==> src/rtl/fetch_unit.sv <==
// ==========================================================================
// fetch_unit -- single-outstanding instruction fetcher, 2-entry buffer, redirect
// Rev 1.0
// ==========================================================================
`default_nettype none

module fetch_unit #(
  parameter int          PC_WIDTH = 8,
  parameter int unsigned RESET_PC = 0
) (
  input  logic                clk,
  input  logic                reset,
  output logic                imem_req,
  output logic [PC_WIDTH-1:0] imem_addr,
  input  logic                imem_ack,
  input  logic [15:0]         imem_rdata,
  input  logic                redirect_valid,
  input  logic [PC_WIDTH-1:0] redirect_pc,
  output logic                instr_valid,
  output logic [15:0]         instr,
  output logic [PC_WIDTH-1:0] instr_pc,
  input  logic                instr_ready
);

  typedef enum logic [1:0] {
    S_IDLE = 2'd0,
    S_WAIT = 2'd1,
    S_DROP = 2'd2
  } state_t;

  state_t              state_q;
  logic                imem_req_q;
  logic [PC_WIDTH-1:0] imem_addr_q;
  logic [PC_WIDTH-1:0] fetch_pc_q;
  logic [1:0]          count_q, count_d;
  logic [15:0]         instr0_q, instr0_d, instr1_q, instr1_d;
  logic [PC_WIDTH-1:0] pc0_q, pc0_d, pc1_q, pc1_d;

  logic                pop;
  logic                push;
  logic                issue;
  logic [1:0]          cnt_after_pop;

  assign instr_valid   = (count_q != 2'd0);
  assign instr         = instr0_q;
  assign instr_pc      = pc0_q;
  assign imem_req      = imem_req_q;
  assign imem_addr     = imem_addr_q;

  assign pop           = instr_valid && instr_ready;
  assign push          = (state_q == S_WAIT) && imem_ack && !redirect_valid;
  assign cnt_after_pop = count_q - {1'b0, pop};
  // Issue only when the slot the request will fill is guaranteed free on return.
  assign issue         = (state_q == S_IDLE) && (cnt_after_pop < 2'd2) && !redirect_valid;

  // Entry 0 is always the head; a pop shifts entry 1 down before any push lands.
  always_comb begin
    count_d  = count_q;
    instr0_d = instr0_q;
    pc0_d    = pc0_q;
    instr1_d = instr1_q;
    pc1_d    = pc1_q;
    if (redirect_valid) begin
      count_d = 2'd0;
    end else begin
      if (pop) begin
        instr0_d = instr1_q;
        pc0_d    = pc1_q;
      end
      if (push) begin
        if (cnt_after_pop == 2'd0) begin
          instr0_d = imem_rdata;
          pc0_d    = imem_addr_q;
        end else begin
          instr1_d = imem_rdata;
          pc1_d    = imem_addr_q;
        end
        count_d = cnt_after_pop + 2'd1;
      end else begin
        count_d = cnt_after_pop;
      end
    end
  end

  always_ff @(posedge clk or posedge reset) begin
    if (reset) begin
      state_q     <= S_IDLE;
      imem_req_q  <= 1'b0;
      imem_addr_q <= '0;
      fetch_pc_q  <= PC_WIDTH'(RESET_PC);
      count_q     <= 2'd0;
      instr0_q    <= '0;
      pc0_q       <= '0;
      instr1_q    <= '0;
      pc1_q       <= '0;
    end else begin
      count_q  <= count_d;
      instr0_q <= instr0_d;
      pc0_q    <= pc0_d;
      instr1_q <= instr1_d;
      pc1_q    <= pc1_d;

      if (redirect_valid) begin
        fetch_pc_q <= redirect_pc;
      end else if (issue) begin
        fetch_pc_q <= fetch_pc_q + PC_WIDTH'(1);
      end

      // A returning ack always closes the request, live or stale.
      if ((state_q != S_IDLE) && imem_ack) begin
        state_q    <= S_IDLE;
        imem_req_q <= 1'b0;
      end else if ((state_q == S_WAIT) && redirect_valid) begin
        state_q <= S_DROP;
      end else if (issue) begin
        state_q     <= S_WAIT;
        imem_req_q  <= 1'b1;
        imem_addr_q <= fetch_pc_q;
      end
    end
  end

endmodule

`default_nettype wire

==> config.mk <==
export PLATFORM = sky130hd
export DESIGN_NAME = fetch_unit
export DESIGN_NICKNAME = d
export VERILOG_FILES = /design/src/rtl/fetch_unit.sv
export SDC_FILE = /design/constraint.sdc
export NUM_CORES = 1
export LEC_CHECK = 0
export CELL_PAD_IN_SITES_DETAIL_PLACEMENT = 0
export CELL_PAD_IN_SITES_GLOBAL_PLACEMENT = 1
export CORE_MARGIN = 2
export CORE_UTILIZATION = 40
export DETAILED_ROUTE_END_ITERATION = 7
export PLACE_DENSITY = 0.89
export SLEW_MARGIN = 40
export SYNTH_ARGS = -nofsm -noshare
export SYNTH_HDL_FRONTEND = slang
export SYNTH_SLANG_ARGS = --single-unit
==> constraint.sdc <==
create_clock -name clk -period 3.42 [get_ports clk]
set_input_delay 0.513 -clock clk [delete_from_list [all_inputs] [get_ports clk]]
set_output_delay 0.513 -clock clk [all_outputs]
set_load 0.02 [all_outputs]
==> summary.txt <==
Timing
  – Setup TNS: 0 ns
  – Final Slew Violations: 0
  – Skew final: 0.007713 ns
  – Final critical-path share of the clock period: 0.7070
  – Setup repair after global routing missed its margin: no
  – Slew @ Worst Pin: approximately 0.61 ns
  – Fin crit period: around 2.4 ns
  – Count of final setup violators: 0
  – Endpoints failing hold: 0
  – Final worst slack: between 1 and 1.5 ns
  – Rel. slew slack: 0.5959
  – F_max: about 0.41 GHz

Placement
  – Post-DP HPWL: between 5 and 6 mm
  – RD Place Congestion: about 0.8
  – IO Port Bufs: between 60 and 70
  – Pre-CTS setup slack: 0.4794 ns

Critical path
  – Top delay family on crit path: buffers and inverters
  – Slowest-stage cell, CP: or4_1
  – Crit path cell chain: clkdlybuf4s50_1 -> o21ai_1 -> inv_2 -> ha_1 -> xor2_1 -> buf_4 -> or4_1 -> mux2_1
  – CP peak stage delay: about 0.62 ns
  – Critical path launch point type: input pin
  – R2R cell count: 7
  – WS Path Type: in2reg
  – Setup crit end kind: register
  – Crit. Startpoint: instr_ready
  – Arrival time at the worst endpoint: around 2.6 ns
  – Levels on crit path: 8
  – Crit path to: imem_addr[1]
  – CP Buf/Inv Count: 3
  – Crit Reg-Reg Endpoint: imem_addr[1]
  – Reg-to-reg slack, setup: 1.08 ns
  – Worst r2r src: count_q[1]
  – Critical Path RT: around 3.6 ns
  – Critical Path Fanout Max: 13

Power and ir drop
  – Power per cell area: slightly above 900 mW/mm²
  – Pleak: 1.626 nW
  – Design Power: ~3.8 mW
  – Maximum vdd ir drop: approximately 0.56 mV

Floorplan
  – Die width: roughly 93 µm
  – Die Ht: 93.21 µm
  – Cell Rows: 32
  – Starting Density: 0.4119
  – Core area: between 0.007 and 0.008 mm²
  – Die ar.: 0.008687 mm²
  – I/O Pins: 63

Route
  – DRT Wirelength: 7.797 mm
  – Wirelength per Cell: about 17 µm
  – TritonRoute pass-1 iters: 4
  – Starting DRT DRC Count: between 150 and 200
  – Remaining DRCs: 0
  – Via count: between 2,000 and 3,000
  – DR vias/cell: about 5.6
  – Post-route ant nets: 0

Clocking
  – CTS Buf Count: 9
  – Htree depth: 3
  – Clock Path Buffers: 2
  – CTS resizes: 0
  – Setup Buffers After CTS: 0
  – Clk_lat worst skew: roughly 0.34 ns
  – CTS Hold Buffers Added: 0
  – CTS tree: built
  – Number of clock sinks: slightly below 70
  – Root Buffer: clkbuf_8
  – Clock-pin transition on the worst setup and hold timing paths: 0.08 ns

Logic synthesis
  – Post-synth EDFFs: 0
  – Seq/Total Area, Yosys: 0.5425
  – Mapped Area: 0.003183 mm²
  – Post-synth top area share: 0.5425
  – Synth area leader: dfrtp_1
  – Mapped Nets: ~330
  – Prevailing post-synth register cell: dfrtp_1
  – #FFs+latches synth: about 70
  – Syn_area_per_cell: 10.72 µm²
  – Asr flop ratio synth: 1.000
  – Synth Instances: approximately 300
  – Cell variety after synth: 40
  – Synth warn: 0
  – Synth area leaders: dfrtp_1 54%, mux2_2 6.4%, a31oi_1 5.5%

Final layout
  – FF+latch area: 0.001727 mm²
  – Nets: between 300 and 400
  – Diode count: 0
  – Core Util, Final: 0.5311
  – Area of the multi-input gates: between 0.001 and 0.0015 mm²
  – Commonest non-fill, non-tap cells in the layout: 69 x dfrtp_1, 62 x clkdlybuf4s50_1, 29 x nand3_1, 28 x a31oi_1, 27 x o21ai_0
  – Filler cells: a little under 700
  – Commonest non-fill, non-tap cell in the layout: dfrtp_1
  – Share of cells above drive strength 1: 0.1448
  – Area growth syn-to-layout: 28.93%

Outcome
  – Outcome: complete, no violations

Global routing
  – Grt total ovfl: 0
  – Largest net degree at the start of global routing: 37
  – First-pass GRT wire length: 12.97 mm
  – Antenna violations before repair: 0
  – All-Layer GR Usage: 0.1918
  – Vias in the first global route: between 2,000 and 3,000

Hold path
  – Worst Hold Class: reg2reg

Run
  – Max_cap viols: 0
==> worst min-delay path by stage <==
stage | depth (start not counted) | to | start
after floorplan | 1 | instr1_q[12] | instr1_q[12]
after global placement | 1 | instr1_q[13] | instr1_q[13]
after detailed placement | 1 | instr1_q[1] | instr1_q[1]
after CTS | 1 | instr1_q[1] | instr1_q[1]
after global routing | 1 | instr1_q[13] | instr1_q[13]
final | 1 | instr1_q[1] | instr1_q[1]
==> final cells by class <==
type,count,area share
clock buffers,10,0.03354
clock inverters,6,0.01524
inverters,7,0.006707
multi-input cells,195,0.3201
flip-flops and latches,69,0.4207
well taps,102,0.03110
repair buffers,72,0.1726
==> synthesized netlist by cell type (3+ instances only) <==
cell,count
mux2_2,18
dfrtp_1,69
nor2_1,11
nor3_1,19
mux2_1,14
clkbuf_1,13
nor2b_1,3
nand2_1,5
a31oi_1,28
buf_2,6
ha_1,3
or4_1,4
nand3_1,29
o31ai_1,4
buf_1,5
nor4_1,7
o21ai_0,28
inv_1,6
==> metrics by stage <==
stage	area (µm²)	std cells	hold WS (ns)
after detailed placement	3902	445	0.4801
after floorplan	3183	297	0.4577
after global placement	3902	445	0.4663
after CTS	4103	461	0.4979
final	4104	461	0.4975
after global routing	4104	461	0.5257
==> kinds of logic (layout without fill, tap and decap cells) <==
kind of cell / Yosys count / in the layout / share of synthesized area
adder cells (fa/ha/maj): 3 / 3 / 0.01179
XOR/XNOR: 2 / 2 / 0.005504
multiplexers: 32 / 32 / 0.1132
AND/OR/NAND/NOR: 90 / 90 / 0.1541
flip-flops: 69 / 69 / 0.5425
buffers and inverters: 33 / 95 / 0.04481
AO/OA/AOI/OAI: 68 / 68 / 0.1281
==> flip-flops by register name (all words and copies together) (netlist names) <==
name	count
instr1_q	16
state_q	2
instr_pc	8
count_q	2
instr	16
imem_addr	8
imem_req	1
fetch_pc_q	8
pc1_q	8
==> where the power goes <==
| part | total, mW | internal (mW) | switching (mW) | leakage, nW |
|---|---|---|---|---|
| combinational | 1.65 | 0.776 | 0.876 | 0.697 |
| clock | 0.662 | 0.354 | 0.308 | 0.0943 |
| sequential | 1.47 | 1.19 | 0.273 | 0.835 |
==> per-layer routing <==
layer,part of all wire,GRT usage,vias to the layer above
li1,-,-,1214
met1,0.45,0.2702,1266
met2,0.47,0.2929,92
met3,0.065,0.04835,10
met4,0.011,0.06005,0
met5,0,0,-
Note: power is estimated with default switching activity, not from simulation.
==> RTL change 1 (same flow settings) <==
Re-encode `state_t` (3 states) as one-hot, 3 bits wide.
--- a/src/rtl/fetch_unit.sv
+++ b/src/rtl/fetch_unit.sv
@@ -24,6 +24,6 @@
 
-  typedef enum logic [1:0] {
-    S_IDLE = 2'd0,
-    S_WAIT = 2'd1,
-    S_DROP = 2'd2
+  typedef enum logic [2:0] {
+    S_IDLE = 3'b001,
+    S_WAIT = 3'b010,
+    S_DROP = 3'b100
   } state_t;
Check against the original RTL: no difference found for any inputs over 10 cycles, from zero or initial values and one cycle with reset high; not proved beyond that.
==> RTL change 1 against the unedited design <==
- sequential cell count grew 1
- final area shrank 1.7%
- synthesized area shrank 2.0%
- wire length shrank 21%
- power shrank 8.3%
- worst setup slack lost 0.27 ns
- via count shrank 19%
- critical path type unchanged
- largest cell class unchanged
==> RTL change 1: results (changes against the unedited design) <==
Clocking
  • Clock root buffer: clkbuf_8
  • Clock latency on the worst-skew pair: 0.34 ns (about the same)
  • Clock Path Buffers: 2 (unchanged)
  • H-tree level count: 3 (unchanged)
  • Post_cts resized: 0 (unchanged)
  • Worst-path clk slew: about 0.07 ns
  • TritonCTS buffer count: 9 (unchanged)
  • Post-CTS Setup Bufs: 0 (unchanged)

Logic synthesis
  • Ranking of synthesized cells by area: dfrtp_1 (55%), mux2_2 (11%), mux2i_1 (8.3%)
  • Adder-Cell Fraction of Synth Area: 1.20% (+0.024 points)
  • Yosys warning total: 0 (unchanged)
  • Mux contribution to synthesized area: 20.6% (+9.3 points)
  • Post-synth cell types: 34 (-15%)
  • Post-Synth XOR/XNOR Area: 2.53% (+2.0 points)
  • Commonest cells in the netlist: dfrtp_1 (69), mux2_2 (30), a21oi_1 (26), mux2i_1 (26), nor2_1 (24)
  • Async SR Flop Fraction: 100% (unchanged)
  • Synth Area in Compound Gates: 6.14% (-6.7 points)
  • Avg Cell Area, Syn: 12.2 sq um (+14%)
  • Sequential fraction of the synthesis area: 56.2% (+2.0 points)
  • Syn Nets: 288 (-12%)
  • Dominant synthesized flop cell: dfrtp_1

Power and ir drop
  • Clock Power: 0.635 mW (-4.1%)
  • P_leak: 1.76 nW (+8.3%)
  • Comb pwr: 1.44 mW (-13%)
  • Clock power frac: 18.3% (+0.8 points)
  • Maximum vdd drop: 328 uV (-42%)
  • Internal: 2.24 mW (-3.4%)

Layout
  • Antenna diode count: 0 (unchanged)
  • Nets: 353 (-8.5%)
  • Post-route insts no fill: 428 (-7.2%)
  • Layout cells sized above 1: 17.2% (+2.7 points)

Drt
  • Wire per inst: 14.4 microns (-15%)
  • Via density: 4.91 (-12%)
  • Router iterations before antenna repair: 4 (unchanged)
  • Iter 0 DRT Violations: 98 (-51%)

Placement
  • Placed cell count: 412 (-7.4%)
  • Gpl congestion: 0.840 (+5.5%)
  • Hpwl dp: 4.24 mm (-18%)
  • DP Area: 3850 sq um (-1.3%)
  • PortBufs: 62 (unchanged)
  • Setup slack at placement: 0.385 ns (-0.0947 ns)

Global routing
  • All-layer global routing usage: 15.4% (-3.8 points)
  • First-pass GRT wire length: 10.3 mm (-21%)
  • Met2 Use GR: 25.2% (-4.1 points)
  • M3 GR Usage: 2.77% (-2.1 points)
  • Met1 Use GR: 19.9% (-7.2 points)
  • Largest net degree at the start of global routing: 49 (+32%)
  • Vias in the first global route: 2,113 (-19%)

Timing
  • Worst-Margin Slew: 0.745 ns (+0.139 ns)
  • # setup viols final: 0 (unchanged)
  • Worst clock skew: 0.00745 ns (-0.000267 ns)

Worst setup path
  • CP Max Fanout: 15 (+2)
  • Crit path largest cell delay: 0.45 ns (-0.17 ns)
  • Worst path slowest cell: clkdlybuf4s50_1
  • Cell class contributing the biggest share of worst-path delay: buffers and inverters

Min path
  • Hold WC Path Type: reg2reg

Status
  • Status: complete, no violations
[RTL change 1: path summary, 6_finish.rpt]
check	cells after the start	from	slack, ns	end
worst min-delay path	1	instr1_q[6]	0.49	instr1_q[6]
worst min register to register	1	instr1_q[6]	0.49	instr1_q[6]
worst max-delay path	9	instr_ready	0.73	instr1_q[5]
worst max register to register	8	count_q[1]	0.82	instr[5]
max in group asynchronous	3	reset	2.10	state_q[0]
min in group asynchronous	2	reset	0.59	instr[9]
[RTL change 1: area by class of cell]
| class | count | area (sq um) |
|---|---|---|
| clock buffer | 12 | 135 |
| clock inverter | 4 | 47.5 |
| fill | 685 | 3610 |
| inverter | 5 | 18.8 |
| multi-input combinational | 167 | 1270 |
| sequential | 70 | 1750 |
| tap | 102 | 128 |
| timing repair buffer | 68 | 678 |
[RTL change 1: routing by layer]
layer,wire (microns),part of all wire (%)
met5,0,0
met2,3030,49
met1,2800,46
met4,96,1.6
met3,215,3.5
==> RTL change 2 (same settings) <==
Without the edit above. `PC_WIDTH`: 8 -> 7.
--- a/src/rtl/fetch_unit.sv
+++ b/src/rtl/fetch_unit.sv
@@ -7,3 +7,3 @@
 module fetch_unit #(
-  parameter int          PC_WIDTH = 8,
+  parameter int          PC_WIDTH = 7,
   parameter int unsigned RESET_PC = 0
Ports: changed (resized imem_addr, instr_pc and redirect_pc); port bits go from 63 to 60. No check against the original RTL was run, so the function may have changed too.
==> RTL change 2 against the unedited design <==
- via count down 6.6%
- wire length down 9.1%
- final area is 6.6% lower
- worst setup slack got worse by 0.12 ns
- die area down 6.5%
- power fell by 8.1%
- sequential cell count shrank 4
- sequential share of layout area rose by 0.37 points
- global-route usage decreased by 0.98 points
- synthesized area fell by 6.8%
==> RTL change 2: results (changes against the unedited design) <==
Timing
  • Relative slew slack: 44.5% (-15 points)
  • Achievable Freq: 0.394 GHz (-4.6%)
  • WHS: 0.494 ns (-0.00359 ns)
  • Worst clock skew: 0.00876 ns (+0.00104 ns)

Placement
  • Placed cell count: 421 (-5.4%)
  • DP Area: 3650 sq um (-6.4%)
  • PortBufs: 59 (-4.8%)
  • Setup slack at placement: 0.509 ns (+0.0293 ns)
  • Hpwl dp: 4.69 mm (-8.9%)
  • Gpl congestion: 0.748 (-6.0%)

Clocking
  • TritonCTS buffer count: 9 (unchanged)
  • Post-CTS Setup Bufs: 0 (unchanged)
  • Clock Path Buffers: 2 (unchanged)
  • Post_cts resized: 0 (unchanged)
  • Worst-path clk slew: 0.08 ns (about the same)
  • Hold_buf cts: 0 (unchanged)

Worst setup path
  • CP Data Arrival Time: 2.71 ns (+0.07 ns)
  • Cell class contributing the biggest share of worst-path delay: buffers and inverters
  • Number of cells on the worst reg-to-reg path: 9 (+2)
  • CP Max Fanout: 23 (+10)
  • Worst path slowest cell: or2_1
  • Worst Setup EP: instr[3]
  • FF-to-FF setup slack: 1.00 ns (-0.08 ns)
  • Start point of the critical path: instr_ready
  • Crit path largest cell delay: 0.65 ns (+0.03 ns)

Drt
  • Uppermost layer routed: met4
  • WL met1: 2.96 mm (-15%)
  • Met2 WL: 3.63 mm (-1.7%)
  • Iter 0 DRT Violations: 170 (-15%)
  • Vias post-DR: 2,411 (-6.6%)
  • WL met3: 444 microns (-13%)
  • DRT Wirelength: 7.09 mm (-9.1%)
  • Router iterations before antenna repair: 4 (unchanged)

Logic synthesis
  • Synth Instances: 278 (-6.4%)
  • Async SR Flop Fraction: 100% (unchanged)
  • Ranking of synthesized cells by area: dfrtp_1 (55%), mux2_2 (8.7%), a31oi_1 (5.7%)
  • Commonest cells in the netlist: dfrtp_1 (65), nand3_1 (28), a31oi_1 (27)
  • Syn Nets: 309 (-6.1%)
  • Sequential fraction of the synthesis area: 54.8% (+0.56 points)
  • Post-synth cell types: 32 (-20%)

Power and ir drop
  • Maximum vdd drop: 321 uV (-43%)
  • Sw frac: 38.7% (+0.20 points)
  • P_leak: 1.53 nW (-5.8%)
  • Sequential power: 1.36 mW (-7%)
  • Clock power frac: 16.8% (-0.7 points)
  • Sequential share of power: 39.2% (+0.4 points)

Min path
  • Worst Hold End: imem_req
  • Hold depth: 2 (+1)
  • Worst Hold Launch: imem_req
  • Hold WC Path Type: reg2reg

Global routing
  • First-pass GRT wire length: 12.0 mm (-7.8%)
  • All-layer global routing usage: 18.2% (-0.98 points)
  • Initial antenna violation count: 0 (unchanged)
  • Largest net degree at the start of global routing: 39 (+5.4%)

Layout
  • Fillers: 684 (+1.0%)
  • Post-route insts no fill: 437 (-5.2%)
  • Layout cells sized above 1: 15.7% (+1.2 points)
  • Storage element area: 1630 sq um (-5.8%)
  • Nets: 364 (-5.7%)

Status
  • Status: complete, no violations
## RTL change 2: changes by cell type in the layout (fill, tap and decap cells not counted), sizes merged, moves of 3 or more
cell / change
clkdlybuf4s50: -3
clkinv: +3
dfrtp: -4
nor4: -3
## RTL change 2: kinds of logic (layout without fill, tap and decap cells)
family | after synthesis | count (layout) | synth area share [%]
flops | 65 | 65 | 54.8
mux | 30 | 30 | 11.4
simple gates | 83 | 83 | 14.9
compound gates | 63 | 63 | 12.5
fa+ha+maj | 3 | 3 | 1.26
buf+inv | 32 | 92 | 4.55
xor+xnor | 2 | 2 | 0.590
## RTL change 2: per-layer routing
layer	vias up	GRT usage, %
met5	-	0
met4	0	7.56
met3	4	3.35
met2	98	29.4
met1	1168	24.2
li1	1141	-
## RTL change 2: layout make-up
cell class / count / area share, %
inverters: 7 / 0.686
well taps: 99 / 3.23
multi-input cells: 181 / 31.5
clock inverters: 6 / 1.14
flip-flops and latches: 65 / 42.4
clock buffers: 10 / 3.59
repair buffers: 69 / 17.4
